### src/rtl/sram_arb_pkg.sv
// Shared types and default widths for the SRAM access arbiter.
// Holds the FSM state and requester encodings used by the arbiter.
package sram_arb_pkg;

  localparam int DEF_ADDR_W  = 20;
  localparam int DEF_DATA_W  = 16;
  localparam int DEF_ACC_CYC = 2;
  localparam int ACC_CNT_W   = 4;

  typedef enum logic [1:0] {
    ST_IDLE = 2'd0,
    ST_WR   = 2'd1,
    ST_RD   = 2'd2,
    ST_TURN = 2'd3
  } arb_state_t;

  typedef enum logic {
    REQ_WRITE = 1'b0,
    REQ_READ  = 1'b1
  } requester_t;

  // Terminal value of the per-access beat counter.
  function automatic logic [ACC_CNT_W-1:0] last_beat(input int acc_cyc);
    return ACC_CNT_W'(acc_cyc - 1);
  endfunction

endpackage

### src/rtl/sram_access_arbiter.sv
// Time-shares one external SRAM between a write requester and a read requester,
// with fixed-length access cycles, a turnaround after writes and a write counter.
module sram_access_arbiter
  import sram_arb_pkg::*;
#(
  parameter int ADDR_W  = DEF_ADDR_W,
  parameter int DATA_W  = DEF_DATA_W,
  parameter int ACC_CYC = DEF_ACC_CYC
) (
  input  logic              i_clk,
  input  logic              i_rst,
  input  logic              i_wr_req,
  input  logic [ADDR_W-1:0] i_wr_addr,
  input  logic [DATA_W-1:0] i_wr_data,
  output logic              o_wr_ack,
  input  logic              i_rd_req,
  input  logic [ADDR_W-1:0] i_rd_addr,
  output logic [DATA_W-1:0] o_rd_data,
  output logic              o_rd_valid,
  input  logic              i_clr_cnt,
  output logic [ADDR_W-1:0] o_wr_cnt,
  output logic              o_busy,
  output logic [ADDR_W-1:0] o_sram_addr,
  output logic [DATA_W-1:0] o_sram_dq,
  output logic              o_sram_dq_oe,
  input  logic [DATA_W-1:0] i_sram_dq,
  output logic              o_sram_we_n,
  output logic              o_sram_oe_n,
  output logic              o_sram_ce_n,
  output logic              o_sram_lb_n,
  output logic              o_sram_ub_n
);

  localparam logic [ACC_CNT_W-1:0] C_LAST = last_beat(ACC_CYC);

  arb_state_t             r_state;
  arb_state_t             w_state_next;
  requester_t             r_last;
  logic [ACC_CNT_W-1:0]   r_cnt;
  logic [ADDR_W-1:0]      r_addr;
  logic [DATA_W-1:0]      r_wdata;
  logic [DATA_W-1:0]      r_rd_data;
  logic                   r_rd_valid;
  logic [ADDR_W-1:0]      r_wr_cnt;

  logic w_rd_elig;
  logic w_grant_wr;
  logic w_grant_rd;
  logic w_beat_end;
  logic w_we_n;
  logic w_oe_n;
  logic w_dq_oe;
  logic w_wr_ack;
  logic w_idle;

  // A read that just completed is masked for one IDLE cycle so the requester
  // can drop its request in response to the valid pulse.
  assign w_idle     = (r_state == ST_IDLE);
  assign w_rd_elig  = i_rd_req & ~r_rd_valid;
  assign w_grant_wr = w_idle & i_wr_req & (~w_rd_elig | (r_last == REQ_READ));
  assign w_grant_rd = w_idle & w_rd_elig & ~w_grant_wr;
  assign w_beat_end = (r_cnt == C_LAST);

  always_ff @(posedge i_clk or posedge i_rst) begin
    if (i_rst) begin
      r_state <= ST_IDLE;
    end else begin
      r_state <= w_state_next;
    end
  end

  always_comb begin
    w_state_next = r_state;
    w_we_n       = 1'b1;
    w_oe_n       = 1'b1;
    w_dq_oe      = 1'b0;
    w_wr_ack     = 1'b0;
    case (r_state)
      ST_IDLE: begin
        if (w_grant_wr) begin
          w_state_next = ST_WR;
        end else if (w_grant_rd) begin
          w_state_next = ST_RD;
        end
      end
      ST_WR: begin
        w_we_n  = 1'b0;
        w_dq_oe = 1'b1;
        if (w_beat_end) begin
          w_wr_ack     = 1'b1;
          w_state_next = ST_TURN;
        end
      end
      ST_RD: begin
        w_oe_n = 1'b0;
        if (w_beat_end) begin
          w_state_next = ST_IDLE;
        end
      end
      ST_TURN: begin
        w_state_next = ST_IDLE;
      end
      default: begin
        w_state_next = ST_IDLE;
      end
    endcase
  end

  always_ff @(posedge i_clk or posedge i_rst) begin
    if (i_rst) begin
      r_cnt <= '0;
    end else if ((r_state == ST_WR || r_state == ST_RD) && !w_beat_end) begin
      r_cnt <= r_cnt + ACC_CNT_W'(1);
    end else begin
      r_cnt <= '0;
    end
  end

  // SRAM pins come only from these registers, loaded at grant time.
  always_ff @(posedge i_clk or posedge i_rst) begin
    if (i_rst) begin
      r_addr  <= '0;
      r_wdata <= '0;
      r_last  <= REQ_READ;
    end else if (w_grant_wr) begin
      r_addr  <= i_wr_addr;
      r_wdata <= i_wr_data;
      r_last  <= REQ_WRITE;
    end else if (w_grant_rd) begin
      r_addr  <= i_rd_addr;
      r_last  <= REQ_READ;
    end
  end

  always_ff @(posedge i_clk or posedge i_rst) begin
    if (i_rst) begin
      r_rd_data  <= '0;
      r_rd_valid <= 1'b0;
    end else begin
      r_rd_valid <= (r_state == ST_RD) && w_beat_end;
      if ((r_state == ST_RD) && w_beat_end) begin
        r_rd_data <= i_sram_dq;
      end
    end
  end

  // A clear coinciding with an ack counts that ack, leaving the count at one.
  always_ff @(posedge i_clk or posedge i_rst) begin
    if (i_rst) begin
      r_wr_cnt <= '0;
    end else if (w_wr_ack) begin
      if (i_clr_cnt) begin
        r_wr_cnt <= ADDR_W'(1);
      end else if (!(&r_wr_cnt)) begin
        r_wr_cnt <= r_wr_cnt + ADDR_W'(1);
      end
    end else if (i_clr_cnt) begin
      r_wr_cnt <= '0;
    end
  end

  assign o_wr_ack     = w_wr_ack;
  assign o_rd_data    = r_rd_data;
  assign o_rd_valid   = r_rd_valid;
  assign o_wr_cnt     = r_wr_cnt;
  assign o_busy       = ~w_idle;
  assign o_sram_addr  = r_addr;
  assign o_sram_dq    = r_wdata;
  assign o_sram_dq_oe = w_dq_oe;
  assign o_sram_we_n  = w_we_n;
  assign o_sram_oe_n  = w_oe_n;
  assign o_sram_ce_n  = 1'b0;
  assign o_sram_lb_n  = 1'b0;
  assign o_sram_ub_n  = 1'b0;

endmodule

### config.mk
export PLATFORM = sky130hd
export DESIGN_NAME = sram_access_arbiter
export DESIGN_NICKNAME = d
export VERILOG_FILES = /design/src/rtl/sram_arb_pkg.sv /design/src/rtl/sram_access_arbiter.sv
export SDC_FILE = /design/constraint.sdc
export NUM_CORES = 1
export LEC_CHECK = 0
export ABC_CLOCK_PERIOD_IN_PS = 4500
export CAP_MARGIN = 25
export CORE_MARGIN = 2
export CORE_UTILIZATION = 36
export DETAILED_ROUTE_END_ITERATION = 8
export PLACE_DENSITY = 0.71
export SLEW_MARGIN = 5
export SYNTH_ARGS = -nofsm -noshare
export SYNTH_HDL_FRONTEND = slang
export SYNTH_SLANG_ARGS = --single-unit
export TNS_END_PERCENT = 50
### constraint.sdc
create_clock -name i_clk -period 4.5 [get_ports i_clk]
set_input_delay 0.675 -clock i_clk [delete_from_list [all_inputs] [get_ports i_clk]]
set_output_delay 0.675 -clock i_clk [all_outputs]
set_load 0.05 [all_outputs]
Word-level counts from Yosys, hierarchy flattened
Cells that the tools add are included.
{"block": "word_totals", "reg_bits": 80, "input_bits": 77, "output_inout_bits": 81, "elab_cells": 57}
{"block": "classes", "addsub": 2, "n_eq_ne": 8, "muxes": 19, "bitwise": 10, "reduce_logical": 10}
{"op": "20-bit two-way mux", "n": 6}
{"op": "20-bit by 1-bit adder with 20-bit output, second input constant", "n": 1}
{"op": "20-bit AND reduction", "n": 1}
{"op": "2-bit two-way mux", "n": 4}
{"op": "2-bit case mux with 4 select lines", "n": 1}
{"op": "1-bit two-way mux", "n": 7}
{"op": "2-bit inequality test, second input constant", "n": 3}
{"op": "1-bit bitwise AND", "n": 5}
{"op": "4-bit by 1-bit adder with 4-bit output, second input constant", "n": 1}
{"op": "2-bit equality test, second input constant", "n": 2}
{"op": "4-bit by 1-bit equality test with 1-bit output, second input constant", "n": 1}
{"op": "4-bit two-way mux", "n": 1}
{"op": "1-bit inverter", "n": 4}
{"op": "2-bit nonzero test", "n": 2}
{"op": "3-bit inequality test, second input constant", "n": 1}
{"op": "3-bit AND reduction", "n": 1}
{"op": "2-bit by 1-bit equality test with 1-bit output, second input constant", "n": 1}
{"op": "1-bit logical AND", "n": 2}
{"op": "2-bit zero test", "n": 1}
{"op": "2-bit AND reduction", "n": 1}
{"op": "1-bit zero test", "n": 1}
{"op": "1-bit logical OR", "n": 1}
{"op": "1-bit OR", "n": 1}

Logic depth before layout (Yosys ltp)
Gate-level depths: netlist (run 1).
{"block": "depth", "word_depth": 10, "mapped_depth": 8, "ltp_nobuf": 7}

Least setup slack after synthesis (run 1)
OpenSTA, ideal clock, no wires.
{"block": "synth_path", "path_kind": "register -> register", "from": "register r_state[1]", "to": "register r_wr_cnt[13], in the netlist o_wr_cnt[13]", "setup_ps": 125, "t_arrival_ps": 2424, "t_required_ps": 4375, "path_slack_ps": 1951, "path_stages_with_launch": 8, "path_buffers": 0, "synth_period_minus_slack_ps": 2549, "cell_sequence": "dfrtp_1 -> inv_1 -> ha_1 -> nand4bb_4 -> clkinv_1 -> nand2_1 -> a2111oi_0 -> mux2_2"}
{"block": "synth_via", "elab_chain_cells": 4, "elab_cells_between_ends": 5, "cone_classes": "1 x eq/ne; 2 x mux; 2 x reduce/logical"}
{"item": "from (decl)", "line": "sram_access_arbiter.sv:36", "source": "arb_state_t r_state;"}
{"item": "from (signal assigned)", "line": "sram_access_arbiter.sv:68", "source": "r_state <= w_state_next;"}
{"item": "2-bit by 1-bit equality test with 1-bit output (*)", "line": "sram_access_arbiter.sv:78", "source": "case (r_state)"}
{"item": "1-bit two-way mux (*)", "line": "sram_access_arbiter.sv:78"}
{"item": "named net o_wr_ack", "line": "sram_access_arbiter.sv:15", "source": "output logic o_wr_ack,"}
{"item": "2-bit nonzero test (no line)"}
{"item": "2-bit AND reduction (no line)"}
{"item": "to (signal assigned)", "line": "sram_access_arbiter.sv:155", "source": "r_wr_cnt <= r_wr_cnt + ADDR_W'(1);"}
{"item": "to (decl)", "line": "sram_access_arbiter.sv:44", "source": "logic [ADDR_W-1:0] r_wr_cnt;"}
The timed path passes the listed nets; every way through them passes the cells marked *.
A chain may end at the register's enable or synchronous reset.

Final worst setup path (run 1)
{"block": "layout_path", "from": "register r_state[1]", "to": "output port o_wr_ack"}
{"block": "layout_via", "elab_chain_cells": 2}
{"item": "2-bit by 1-bit equality test with 1-bit output", "line": "sram_access_arbiter.sv:78"}
{"item": "1-bit two-way mux", "line": "sram_access_arbiter.sv:78"}
{"item": "to (decl)", "line": "sram_access_arbiter.sv:15"}
No other way between the ends.

==> results.ini, run 1 <==
[synthesis]
synth_top_family_by_area=compound AO/OA/AOI/OAI gates
yosysTopAreaCellShare_pct=52.90
avgSynthCellArea_sq_um=11.72
ys_warn_count=0
synth_mux_area_share_pct=12.59
synthFlopType=dfrtp_1
synth_commonest_cells=dfrtp_1 (79), mux2_2 (40), a21o_1 (20), a22o_1 (20), a21oi_1 (17)
synth_compound_gate_area_share_pct=15.00
yosysSeqAreaShare_pct=53.60
post_synth_and_or_nand_nor_area_fraction_pct=12.72
netlist_area_sq_um=3737
synth_cell_types=46
yosys.area.top_type=dfrtp_1
synth-edff-count=0
synth_fa_ha_area_share_pct=2.009
ys_async_sr_fraction_pct=100.0
synth-seq-cells=80
synth_xor_area_share_pct=0.2343
synth_cells=319
synth.most_common_cell=dfrtp_1
synth_area_leaders=dfrtp_1 (53%), mux2_2 (12%), a22o_1 (4.7%)

[setup_path]
crit_type=reg -> out
path_max_fanout=9
cp-end-kind=output pin
r2r-start=o_wr_cnt[0]
cp-start-kind=flop
cp.arrival_ps=2390
cp.required_ps=3830
reg2regPathDepth=5
timing.rr.end=o_wr_cnt[13]
reg2reg_slack_ps=2120

[min_path]
min_path_cells=2
min-delay-path-class=reg -> reg
min_from=r_last
min_to=r_last

[drt]
drtPass1Iterations=4
routed_via_density=5.086
wl_per_cell_um=15.34
routed_wl_um=9417
drt_iter0_drc=150
drc=0
vias=3123
ant_nets=0

[grt]
first_global_vias=3153
grt_util_all_layers_pct=17.21
grt_max_degree=45
grt_first_pass_wirelength_um=15440
antenna_found_initial=0
overflow=0

[outcome]
outcome=complete, no violations

[sta]
relSlewSlack_pct=40.29
whs_ps=494.9
setup_tns_ps=0
fin_crit_sh_pct=68.17
fin_crit_ps=3068
finalHoldViolCount=0
fmax_mhz=326.0
tightest_slew_ps=890.8
drv_slew=0
rsz0062_at_grt=no
clock_skew_ps=7.814
setup-violations-final=0

[cts]
root_buffer=clkbuf_8
cts_hold_buffers=0
post_cts_buffers=0
cts.htree.levels=3
cts.sinks=80
cts_tree=built
cts_buffer_depth=2
cts_made_buffers=9
clk_latency_ps=350
cts.reportedPaths.clkPinSlew_ps=90
cts_resized=0

[finish]
nNetsFinal=556
n_antenna_cell=0
utilization_pct=55.63
area_delta_synth_final_pct=51.59
nFillCells=919
drive_above_1_share_pct=14.64

[floorplanning]
dieArea_sq_um=11210
die_w_um=105.9
rows=37
start_util_pct=36.70
coreArea_sq_um=10180
num_io_pins=158
die_height_um=105.9

[place]
port_buffers=154
hpwl_um=6819
place.gp.congestion=0.8249

[flow_run]
maxCapViolCount=0

[power]
total_power_w=0.003877
powerDensity_nw_per_um2=684.3
leakagePower_nw=2.412
vdd.ir_drop.worst_mv=0.5114

[area by class of cell]
class | instances | area, sq um | share of cell area [%]
multi-input combinational | 211 | 1613 | 28.47
tap | 136 | 170.2 | 3.004
timing repair buffer | 160 | 1634 | 28.84
clock buffer | 9 | 123.9 | 2.186
inverter | 11 | 42.54 | 0.7509
sequential | 80 | 2003 | 35.36
clock inverter | 7 | 78.83 | 1.391
[per-layer routing]
layer  vias to the layer above  share of wire (%)  GRT usage (%)  wire [um]
met2                       119                 49          27.93       4633
met4                         0               0.88          4.229         83
li1                       1471                  -              -          -
met1                      1524                 42          22.21       3957
met3                         9                7.9          5.886        743
met5                         -                  0              0          0
[state kept, by name, indices dropped and copies added (netlist names)]
| name | flops |
|---|---|
| o_rd_data | 16 |
| o_rd_valid | 1 |
| o_sram_addr | 20 |
| o_sram_dq | 16 |
| o_wr_cnt | 20 |
| r_cnt | 4 |
| r_last | 1 |
| r_state | 2 |
[placed cells by master, fill, tap and decap left out, drive strengths merged, types with 2 or more instances in the layout]
| cell type | Yosys | layout |
|---|---|---|
| buf | 11 | 6 |
| dfrtp | 79 | 79 |
| nor3 | 6 | 6 |
| mux2 | 40 | 40 |
| nand2 | 13 | 13 |
| nor4 | 2 | 2 |
| clkinvlp | 0 | 3 |
| nor2 | 14 | 14 |
| nand2b | 4 | 4 |
| a22o | 20 | 20 |
| a211oi | 2 | 2 |
| clkbuf | 8 | 9 |
| and4 | 4 | 4 |
| or4 | 5 | 5 |
| ha | 6 | 6 |
| and2 | 2 | 2 |
| clkdlybuf4s50 | 0 | 154 |
| nand3 | 6 | 6 |
| o211ai | 2 | 2 |
| nand4 | 9 | 9 |
| mux2i | 2 | 2 |
| inv | 10 | 12 |
| or3 | 2 | 2 |
| clkinv | 1 | 2 |
| nor2b | 10 | 10 |
| o21ai | 5 | 5 |
| o31ai | 6 | 6 |
| conb | 1 | 3 |
| a21oi | 17 | 17 |
| a21o | 20 | 20 |
[metrics by stage]
stage | instance area [sq um] | worst slack (ps) | std cells
floorplan | 3745 | 1775 | 321
global placement | 5393 | 1812 | 595
detailed placement | 5420 | 1756 | 596
CTS | 5623 | 1401 | 612
global route | 5665 | 1291 | 614
finish | 5665 | 1432 | 614
[report_power, final]
group / internal, W / switching, W
clock: 0.000262 / 0.000292
sequential: 0.000984 / 0.000152
combinational: 0.000841 / 0.00135
[worst max path at each step]
stage / startpoint / end / slack [ps] / depth (start not counted)
final: r_state[1] / o_wr_ack / 1430 / 5
after CTS: r_state[1] / o_wr_ack / 1400 / 5
after global routing: r_state[1] / o_wr_ack / 1290 / 5
after floorplan: i_rst / o_rd_data[0] / 1770 / 1
after detailed placement: i_wr_req / o_sram_dq[11] / 1760 / 4
after global placement: i_wr_req / o_sram_dq[10] / 1810 / 4
[logic make-up (layout without fill, tap and decap cells)]
family,after synthesis,in the layout
AOI/OAI and AO/OA,78,78
xor gates and xnor gates,1,1
adders and majority gates,6,6
buffers and inverters,30,187
DFF,80,80
muxes,42,42
other,1,3
and+or+nand+nor,81,81
[worst max-delay path, stage by stage, from the launching register on]
cell	delay [ps]
dfrtp_1	400
inv_1	80
ha_1	320
nand4bb_4	190
clkinv_1	210
clkdlybuf4s50_1	840
Note: power is estimated with default switching activity, not from simulation.
==> inputs of run 2 (changes only) <==
--- a/config.mk
+++ b/config.mk
@@ -5,7 +5,7 @@
 export SDC_FILE = /design/constraint.sdc
 export NUM_CORES = 1
 export LEC_CHECK = 0
-export ABC_CLOCK_PERIOD_IN_PS = 4500
+export ABC_CLOCK_PERIOD_IN_PS = 3070
 export CAP_MARGIN = 25
 export CORE_MARGIN = 2
 export CORE_UTILIZATION = 36
==> constraint.sdc (replaced) <==
create_clock -name i_clk -period 3.07 [get_ports i_clk]
set_input_delay 0.4605 -clock i_clk [delete_from_list [all_inputs] [get_ports i_clk]]
set_output_delay 0.4605 -clock i_clk [all_outputs]
set_load 0.05 [all_outputs]
==> results.ini, run 2 (synthesized netlist as in run 1, its figures left out) <==
[grt]
grt_first_pass_wirelength_um=15590  ; +0.98%
grt_max_degree=42  ; -6.7%
first_global_vias=3196  ; +1.4%
overflow=0  ; unchanged
antenna_found_initial=0  ; unchanged
grt_util_all_layers_pct=17.22  ; about the same

[setup_path]
cp.required_ps=2610  ; -1220 ps
cp-start-kind=flop
crit_type=reg -> out
reg2regPathDepth=5  ; unchanged
cp.arrival_ps=2390  ; about the same
path_max_fanout=9  ; unchanged
cp-end-kind=output pin

[drt]
drc=0  ; unchanged
routed_via_density=5.068  ; -0.35%
routed_wl_um=9575  ; +1.7%
ant_nets=0  ; unchanged
drt_iter0_drc=119  ; -21%
vias=3117  ; -0.19%
wl_per_cell_um=15.57  ; +1.5%
drtPass1Iterations=4  ; unchanged

[sta]
setup-violations-final=0  ; unchanged
fmax_mhz=350.7
setup_slack_ps=218.3  ; -1214 ps
drv_slew=0  ; unchanged
clock_skew_ps=6.009  ; -1.804 ps
tightest_slew_ps=951.8  ; +60.99 ps
rsz0062_at_grt=no
setup_tns_ps=0  ; unchanged
finalHoldViolCount=0  ; unchanged
fin_crit_ps=2852
relSlewSlack_pct=36.35  ; -3.9 points
fin_crit_sh_pct=92.89

[finish]
nFillCells=922  ; +0.33%
drive_above_1_share_pct=14.82  ; +0.18 points
area_delta_synth_final_pct=50.95
fin_area_sq_um=5642  ; -0.42%
layout_commonest_cell=clkdlybuf4s50_1
n_antenna_cell=0  ; unchanged
nNetsFinal=557  ; +0.18%
final_cell_mix=clkdlybuf4s50_1 (154), dfrtp_1 (79), mux2_2 (40)
utilization_pct=55.39  ; -0.23 points

[place]
place.gp.congestion=0.8323  ; +0.90%
hpwl_um=7008  ; +2.8%
dpl-instance-area_sq_um=5435  ; +0.28%
post-place-ws_ps=588.6  ; -1167 ps
port_buffers=154  ; unchanged

[cts]
cts_made_buffers=9  ; unchanged
cts_buffer_depth=2  ; unchanged
clk_latency_ps=350  ; about the same
cts.reportedPaths.clkPinSlew_ps=80  ; about the same
root_buffer=clkbuf_8
cts_tree=built
cts.sinks=80  ; unchanged
cts_hold_buffers=0  ; unchanged
cts_resized=0  ; unchanged
post_cts_buffers=0  ; unchanged
cts.htree.levels=3  ; unchanged

[min_path]
min-delay-path-class=reg -> reg
min_path_cells=1  ; -1

[floorplanning]
num_io_pins=158  ; unchanged
coreArea_sq_um=10180  ; unchanged
die_w_um=105.9  ; unchanged
die_height_um=105.9  ; unchanged
start_util_pct=36.70  ; unchanged
rows=37  ; unchanged
dieArea_sq_um=11210  ; unchanged

[power]
power_switching_w=0.002601  ; +45%
p_int_w=0.003064  ; +47%
leakagePower_nw=2.415  ; +0.12%
clockPowerShare_pct=14.1  ; -0.2 points
swShare_pct=45.92  ; -0.23 points
total_power_w=0.005665  ; +46%
vdd.ir_drop.worst_mv=0.6467  ; +26%
powerDensity_nw_per_um2=1004  ; +47%
seqPwrFrac_pct=29.4  ; about the same
p_comb_share_pct=56.5  ; about the same

[outcome]
outcome=complete, no violations

[flow_run]
maxCapViolCount=0  ; unchanged

## run 2: cell count changes in the layout (fill, tap and decap cells not counted)
| cell | delta |
|---|---|
| clkinv_2 | +1 |
| clkbuf_8 | +1 |
| buf_16 | -2 |
| buf_8 | -1 |
| buf_12 | +1 |
| clkinvlp_4 | -2 |
| buf_4 | +3 |
| inv_6 | -3 |
| clkinv_4 | +3 |
## run 2: layout make-up
cell class	instances	area, sq um	share of cell area, %
sequential	80	2003	35.51
multi-input combinational	211	1613	28.59
timing repair buffer	161	1607	28.48
tap	136	170.2	3.016
clock buffer	10	137.6	2.440
clock inverter	6	68.82	1.220
inverter	11	42.54	0.7540
## run 2: power groups by stage
stage               clock [W]  combinational [W]  sequential [W]
finish               0.000798            0.00320         0.00167
global route         0.000871            0.00336         0.00172
CTS                  0.000826            0.00323         0.00167
detailed placement          0            0.00322         0.00169
global placement            0            0.00318         0.00167
floorplan                   0           0.000913         0.00289
## run 2: worst paths after layout
path	from	end	slack (ps)
worst max register to register	r_cnt[1]	o_rd_data[2]	810
worst max-delay path	r_state[1]	o_wr_ack	220
max in group asynchronous	i_rst	r_last	1820
min in group asynchronous	i_rst	o_wr_cnt[19]	530
worst min register to register	r_cnt[0]	r_cnt[0]	500
worst min-delay path	r_cnt[0]	r_cnt[0]	500
## run 2: per-stage QoR
step	hold slack, ps	instances
after global routing	531.1	615
after CTS	505.3	615
after floorplan	456.4	321
after global placement	471.2	599
after detailed placement	493.5	599
final	498.9	615
## run 2: per-layer routing
layer | part of all wire [%] | GRT usage (%) | up-vias
li1 | - | - | 1470
met1 | 42 | 21.80 | 1523
met2 | 49 | 27.97 | 111
met3 | 7.9 | 6.560 | 13
met4 | 1.3 | 4.135 | 0
met5 | 0 | 0 | -
## run 2: critical path, cell delays in order, from the launching register on
cell             delay, ps
dfrtp_1                400
inv_1                   90
ha_1                   310
nand4bb_4              180
clkinv_1               210
clkdlybuf4s50_1        850
==> inputs of run 3 (changes only) <==
--- a/config.mk
+++ b/config.mk
@@ -11,7 +11,7 @@
 export CORE_UTILIZATION = 36
 export DETAILED_ROUTE_END_ITERATION = 8
 export PLACE_DENSITY = 0.71
-export SLEW_MARGIN = 5
+export SLEW_MARGIN = 10
 export SYNTH_ARGS = -nofsm -noshare
 export SYNTH_HDL_FRONTEND = slang
 export SYNTH_SLANG_ARGS = --single-unit
==> results of run 3 <==
Same layout as run 2: the final DEF is identical, and so are final timing and power.
